==> src/rtl/dose_actuator_ctrl_pkg.sv <==
// dose_actuator_ctrl_pkg: shared FSM states, slot indices, default timing and slot arbitration
package dose_actuator_ctrl_pkg;
  typedef enum logic [2:0] {
    S_IDLE   = 3'd0,
    S_OPEN   = 3'd1,
    S_DETECT = 3'd2,
    S_CLOSE  = 3'd3,
    S_ALARM  = 3'd4
  } state_t;
  localparam logic [1:0] SLOT_MORNING   = 2'd0;
  localparam logic [1:0] SLOT_AFTERNOON = 2'd1;
  localparam logic [1:0] SLOT_EVENING   = 2'd2;
  localparam int DEF_PWM_PERIOD     = 1000000;
  localparam int DEF_PULSE_HOME     = 50000;
  localparam int DEF_PULSE_OPEN     = 100000;
  localparam int DEF_MOVE_CYCLES    = 25000000;
  localparam int DEF_DETECT_TIMEOUT = 100000000;
  localparam int DEF_MAX_RETRY      = 2;
  function automatic logic [1:0] pick_slot(input logic [2:0] req);
    return req[0] ? SLOT_MORNING : req[1] ? SLOT_AFTERNOON : SLOT_EVENING;
  endfunction
endpackage

==> src/rtl/dose_actuator_ctrl_servo_pwm_gen.sv <==
// servo_pwm_gen: three servo PWM channels on one shared frame counter
//   CLOCK_50 clock, reset async active-low, width[2:0] requested high time per channel,
//   servo_pwm[2:0] channel outputs
module servo_pwm_gen
  import dose_actuator_ctrl_pkg::*;
#(
  parameter int PWM_PERIOD = DEF_PWM_PERIOD,
  parameter int PULSE_HOME = DEF_PULSE_HOME,
  parameter int WW         = $clog2(PWM_PERIOD + 1)
) (
  input  logic               CLOCK_50,
  input  logic               reset,
  input  logic [2:0][WW-1:0] width,
  output logic [2:0]         servo_pwm
);
  logic [WW-1:0]       cnt;
  logic [2:0][WW-1:0]  w;
  // widths are sampled only at frame start so a running frame never changes shape
  always_ff @(posedge CLOCK_50 or negedge reset)
    if (!reset) begin
      cnt <= '0;
      w   <= {3{WW'(PULSE_HOME)}};
    end else begin
      cnt <= (cnt == WW'(PWM_PERIOD - 1)) ? '0 : cnt + WW'(1);
      if (cnt == '0) w <= width;
    end
  for (genvar i = 0; i < 3; i++) begin : g_ch
    assign servo_pwm[i] = cnt < w[i];
  end
endmodule

==> src/rtl/dose_actuator_ctrl.sv <==
// dose_actuator_ctrl: latches dose requests and drives one compartment servo at a time
//   CLOCK_50 clock, reset async active-low, morningP/afternoonP/eveningP one-cycle requests,
//   pill_detect raw drop sensor, ack_alarm active-low acknowledge; servo_pwm[2:0], pending[2:0],
//   busy, dispensed (1-cycle), alarm (latched), alarm_slot
module dose_actuator_ctrl
  import dose_actuator_ctrl_pkg::*;
#(
  parameter int PWM_PERIOD     = DEF_PWM_PERIOD,
  parameter int PULSE_HOME     = DEF_PULSE_HOME,
  parameter int PULSE_OPEN     = DEF_PULSE_OPEN,
  parameter int MOVE_CYCLES    = DEF_MOVE_CYCLES,
  parameter int DETECT_TIMEOUT = DEF_DETECT_TIMEOUT,
  parameter int MAX_RETRY      = DEF_MAX_RETRY
) (
  input  logic       CLOCK_50,
  input  logic       reset,
  input  logic       morningP,
  input  logic       afternoonP,
  input  logic       eveningP,
  input  logic       pill_detect,
  input  logic       ack_alarm,
  output logic [2:0] servo_pwm,
  output logic [2:0] pending,
  output logic       busy,
  output logic       dispensed,
  output logic       alarm,
  output logic [1:0] alarm_slot
);
  localparam int WW = $clog2(PWM_PERIOD + 1);
  localparam int CW = $clog2((DETECT_TIMEOUT > MOVE_CYCLES ? DETECT_TIMEOUT : MOVE_CYCLES) + 1);
  localparam int RW = $clog2(MAX_RETRY + 2);
  state_t             state;
  logic [1:0]         slot;
  logic [CW-1:0]      cnt;
  logic [RW-1:0]      retry;
  logic               done;
  logic [2:0]         sync;
  logic               pill_edge, serving, opening, start, move_done;
  logic [2:0]         act_mask, take_mask;
  logic [2:0][WW-1:0] width;
  // sync[1] is the synchronised sensor, sync[2] its previous value for edge detection
  assign pill_edge = sync[1] & ~sync[2];
  assign serving   = state inside {S_OPEN, S_DETECT, S_CLOSE};
  assign opening   = state inside {S_OPEN, S_DETECT};
  assign start     = state == S_IDLE && |pending && !alarm;
  assign move_done = cnt == CW'(MOVE_CYCLES - 1);
  assign act_mask  = serving ? 3'(1 << slot) : 3'b000;
  assign take_mask = start ? 3'(1 << pick_slot(pending)) : 3'b000;
  for (genvar i = 0; i < 3; i++) begin : g_w
    assign width[i] = (opening && slot == 2'(i)) ? WW'(PULSE_OPEN) : WW'(PULSE_HOME);
  end
  always_ff @(posedge CLOCK_50 or negedge reset)
    if (!reset) begin
      sync    <= '0;
      pending <= '0;
    end else begin
      sync    <= {sync[1:0], pill_detect};
      pending <= (pending | ({eveningP, afternoonP, morningP} & ~act_mask)) & ~take_mask;
    end
  always_ff @(posedge CLOCK_50 or negedge reset)
    if (!reset) begin
      state      <= S_IDLE;
      slot       <= '0;
      cnt        <= '0;
      retry      <= '0;
      done       <= 1'b0;
      busy       <= 1'b0;
      dispensed  <= 1'b0;
      alarm      <= 1'b0;
      alarm_slot <= '0;
    end else begin
      dispensed <= 1'b0;
      case (state)
        S_IDLE:
          if (start) begin
            state <= S_OPEN;
            slot  <= pick_slot(pending);
            cnt   <= '0;
            retry <= '0;
            done  <= 1'b0;
            busy  <= 1'b1;
          end
        S_OPEN:
          if (pill_edge) begin
            state <= S_CLOSE;
            cnt   <= '0;
            done  <= 1'b1;
          end else if (move_done) begin
            state <= S_DETECT;
            cnt   <= '0;
          end else cnt <= cnt + CW'(1);
        S_DETECT:
          if (pill_edge || cnt == CW'(DETECT_TIMEOUT - 1)) begin
            state <= S_CLOSE;
            cnt   <= '0;
            done  <= pill_edge;
          end else cnt <= cnt + CW'(1);
        S_CLOSE:
          if (!move_done) cnt <= cnt + CW'(1);
          else if (done) begin
            state     <= S_IDLE;
            busy      <= 1'b0;
            dispensed <= 1'b1;
          end else if (retry < RW'(MAX_RETRY)) begin
            state <= S_OPEN;
            cnt   <= '0;
            retry <= retry + RW'(1);
          end else begin
            state      <= S_ALARM;
            alarm      <= 1'b1;
            alarm_slot <= slot;
          end
        S_ALARM:
          if (!ack_alarm) begin
            state <= S_IDLE;
            alarm <= 1'b0;
            busy  <= 1'b0;
          end
        default: state <= S_IDLE;
      endcase
    end
  servo_pwm_gen #(.PWM_PERIOD(PWM_PERIOD), .PULSE_HOME(PULSE_HOME), .WW(WW)) u_pwm (
    .CLOCK_50 (CLOCK_50),
    .reset    (reset),
    .width    (width),
    .servo_pwm(servo_pwm)
  );
endmodule
==> config.mk <==
export PLATFORM = sky130hd
export DESIGN_NAME = dose_actuator_ctrl
export DESIGN_NICKNAME = d
export VERILOG_FILES = /design/src/rtl/dose_actuator_ctrl_pkg.sv /design/src/rtl/dose_actuator_ctrl_servo_pwm_gen.sv /design/src/rtl/dose_actuator_ctrl.sv
export SDC_FILE = /design/constraint.sdc
export NUM_CORES = 1
export LEC_CHECK = 0
export BUFFER_PORTS_ARGS = -buffer_cell sky130_fd_sc_hd__buf_2
export CAP_MARGIN = 25
export CORE_MARGIN = 2
export CORE_UTILIZATION = 65
export CTS_CLUSTER_DIAMETER = 60
export DETAILED_ROUTE_END_ITERATION = 10
export HOLD_SLACK_MARGIN = 0.1
export PLACE_DENSITY = 0.9
export SLEW_MARGIN = 0
export SYNTH_ARGS = -nofsm -noshare
export SYNTH_HDL_FRONTEND = slang
export SYNTH_HIERARCHICAL = 1
export SYNTH_SLANG_ARGS = --single-unit
==> constraint.sdc <==
create_clock -name CLOCK_50 -period 7.15 [get_ports CLOCK_50]
set_clock_uncertainty 0.15 [all_clocks]
set_input_delay 0 -clock CLOCK_50 [delete_from_list [all_inputs] [get_ports CLOCK_50]]
set_output_delay 0 -clock CLOCK_50 [all_outputs]
set_load 0.02 [all_outputs]
==> summary.md <==
| Metric | Value |
|---|---|
| Status | completed |
| Final Setup Violations | 0 |
| Chip Height | 110 um |
| RSZ-0062 raised after global routing | no |
| Net switching fraction of the power | 28.7% |
| Antenna cells | 0 |
| Post-layout power | 1980 uW |
| Synth cell types | 63 |
| EDFF count, synth | 0 |
| Via Count | between 6,000 and 7,000 |
| Sw power | between 500 and 600 uW |
| Max-slew violations | 0 |
| Reg2reg setup slack | 4070 ps |
| DRT Wirelength | 17.8 mm |
| Mapped cell area | approximately 7300 um^2 |
| Internal Power | 1410 uW |
| Root Driver | clkbuf_8 |
| Area taken by flip-flops and latches | ~3200 um^2 |
| Port Buf Inserts | 17 |
| Maxcap violations | 0 |
| Starting Density | 67.0% |
| Power per cell area | 239 nW/um^2 |
| NumNets Final | roughly 930 |
| Worst-Margin Slew | slightly below 1000 ps |
| Share of post-route cells with drive strength above 1 | 10.4% |
| Clk pwr share | 44.1% |
| Area of the multi-input gates | 3820 um^2 |
| Sequential element share of the synthesized area | 43.5% |
| DRC Markers | 0 |
| Yosys warns | 6 |
| Max Freq | 0.325 GHz |
| Reg clk slew, reported paths | ~60 ps |
| Most frequent cells in the layout | nand2_1 (118), dfrtp_1 (108), o21ai_0 (81) |
| First-pass GRT wire length | 29.1 mm |
| Asr flop ratio synth | 100% |
| Required @ worst endpoint | 7390 ps |
| Start of the worst register-to-register path | cnt[17] |
| # H-tree levels | 4 |
| Gpl congestion | 0.921 |
| Antenna violations before repair | 0 |
| TritonCTS Buffers | 17 |
| GRT Overall Usage | 31.5% |
| Min cycle time layout | slightly above 3000 ps |
| Die X-Extent | 110 um |
| Avg Synthesized Cell Area | 8.98 um^2 |
| Static Leak | between 0.003 and 0.004 uW |
| Worst setup EP type | register |
| Worst Hold Class | primary input to register |
| Via count of the first global-routing pass | 6,178 |
| Final ANT Viol Nets | 0 |
| Hold Crit Start | morningP |
| Worst vdd ir | 0.228 mV |
| TritonCTS clock tree | done |
| Sink of the worst hold path | pending[0] |
| Logic gate share of total power | 15.0% |
| Fill count | a little under 700 |
| CP arrival | 3320 ps |
| Row Count | 38 |
| Most common cell after layout, fill and taps aside | nand2_1 |
| Clock latency on the worst-skew pair | 530 ps |
| Worst Reg-to-Reg Cells | 5 |
| Vias/cell | 6.19 |
| Worst rel slew slack | 34.6% |
| CP Max Fanout | 31 |
| Top Ports | 18 |
| Wire length per cell | between 15 and 20 um |
| Full die area | 12,100 um^2 |
| #FFs+latches synth | 126 |
| # clock sinks | 126 |
| Area delta synth->final | 13.6% |
| Clk buf depth | 2 |
| Final period util | 43.1% |
| Synth Instances | 813 |
| Hold Vio Cnt, Final | 0 |
| Placeable Area | 10,900 um^2 |
| DR iter-0 viols | between 500 and 600 |
| RR Endpoint | cnt[9] |
| WS Path Type | register to register |
| Min-Delay Path Depth | 4 |
| Startpoint types | register |
| Sequential power share | 40.9% |
| First-pass DRT Iterations | 5 |
| Top_reg_cell synth | dfrtp_1 |
| TNS Setup | 0 ps |
| Gr ovfl total | 0 |
| Detailed Place HPWL | roughly 11 mm |
| Largest net degree at the start of global routing | between 60 and 70 |
==> final cells by class <==
type	count	share of cell area, %
Multi-Input combinational cell	620	46.0
Clock buffer	20	5.13
Sequential cell	126	38.3
Tap cell	140	2.11
Inverter	68	3.08
Clock inverter	12	2.04
Timing Repair Buffer	33	3.33
==> per-stage QoR <==
stage                     worst slack [ps]  hold slack [ps]  std cells  instance area [um^2]  utilization, %
final                                 4070              123       1019                  8290            76.2
after global routing                  3950              144       1019                  8290            76.2
after CTS                             4010              101       1016                  8260            75.9
after detailed placement              4020            -40.7        975                  7560            69.4
after global placement                4110            -42.4        974                  7530            69.2
after floorplan                       4640             -446        847                  7430               -
==> sequential cells by signal, summed over array words and instances (netlist names), 2 cells and up <==
register / flops
alarm_slot: 2
state: 3
u_pwm/w: 60
cnt: 27
sync: 3
retry: 2
u_pwm/cnt: 20
slot: 2
pending: 3
==> Yosys cell counts, types with 18 or more instances <==
master	number	area (um^2)
a21oi_1	25	125
dfrtp_1	108	2700
dfstp_2	18	473
ha_1	61	763
inv_1	68	255
nand2_1	118	443
nand3_1	33	165
nand4_1	20	125
nor2_1	33	124
nor3_1	20	100
o21ai_0	81	405
o21ai_1	33	165
==> timing repair <==
| item | 4_1_cts | 5_1_grt |
|---|---|---|
| hold endpoints to repair | 65 | 0 |
| hold buffers | 9 | 0 |
| buffers inserted | 0 | 0 |
| resized for setup | 0 | 0 |
==> power groups by stage <==
stage	Sequential (uW)	Clock [uW]	Combinational, uW
floorplan	814	0	198
global placement	818	0	268
detailed placement	821	0	282
CTS	810	880	292
global route	818	912	325
finish	811	874	297
==> per-layer routing <==
layer,vias to the layer above,wire length [um],GRT usage [%]
met2,277,9000,53.6
li1,2949,-,-
met5,-,0,0
met1,2999,6890,36.1
met3,78,1180,8.54
met4,0,697,16.5
==> cells by family after synthesis <==
family,count (synthesis),share of synthesized area (%)
and+or+nand+nor,303,21.4
other,2,0.103
AOI/OAI and AO/OA,197,15.5
adders and majority gates,61,10.5
DFF,126,43.5
buffers and inverters,101,6.03
xor gates and xnor gates,16,1.92
muxes,7,1.05
==> worst max path at each step <==
stage             from       to  slack [ps]  depth (start not counted)
4_1_cts        cnt[17]  cnt[16]        4010                          5
3_3_place_gp   cnt[17]  cnt[16]        4110                          5
2_1_floorplan  cnt[17]  cnt[18]        4640                          7
3_5_place_dp   cnt[17]  cnt[16]        4020                          5
5_1_grt        cnt[17]  cnt[24]        3950                          5
6_report       cnt[17]   cnt[9]        4070                          5
==> worst max-delay path, cell delays in order (launching register included) <==
cell and delay [ps]:
dfrtp_1 470, or4_4 510, or4_4 570, o211a_1 620, nor2_4 460, o211ai_1 160
Note: power is estimated with default switching activity, not from simulation.
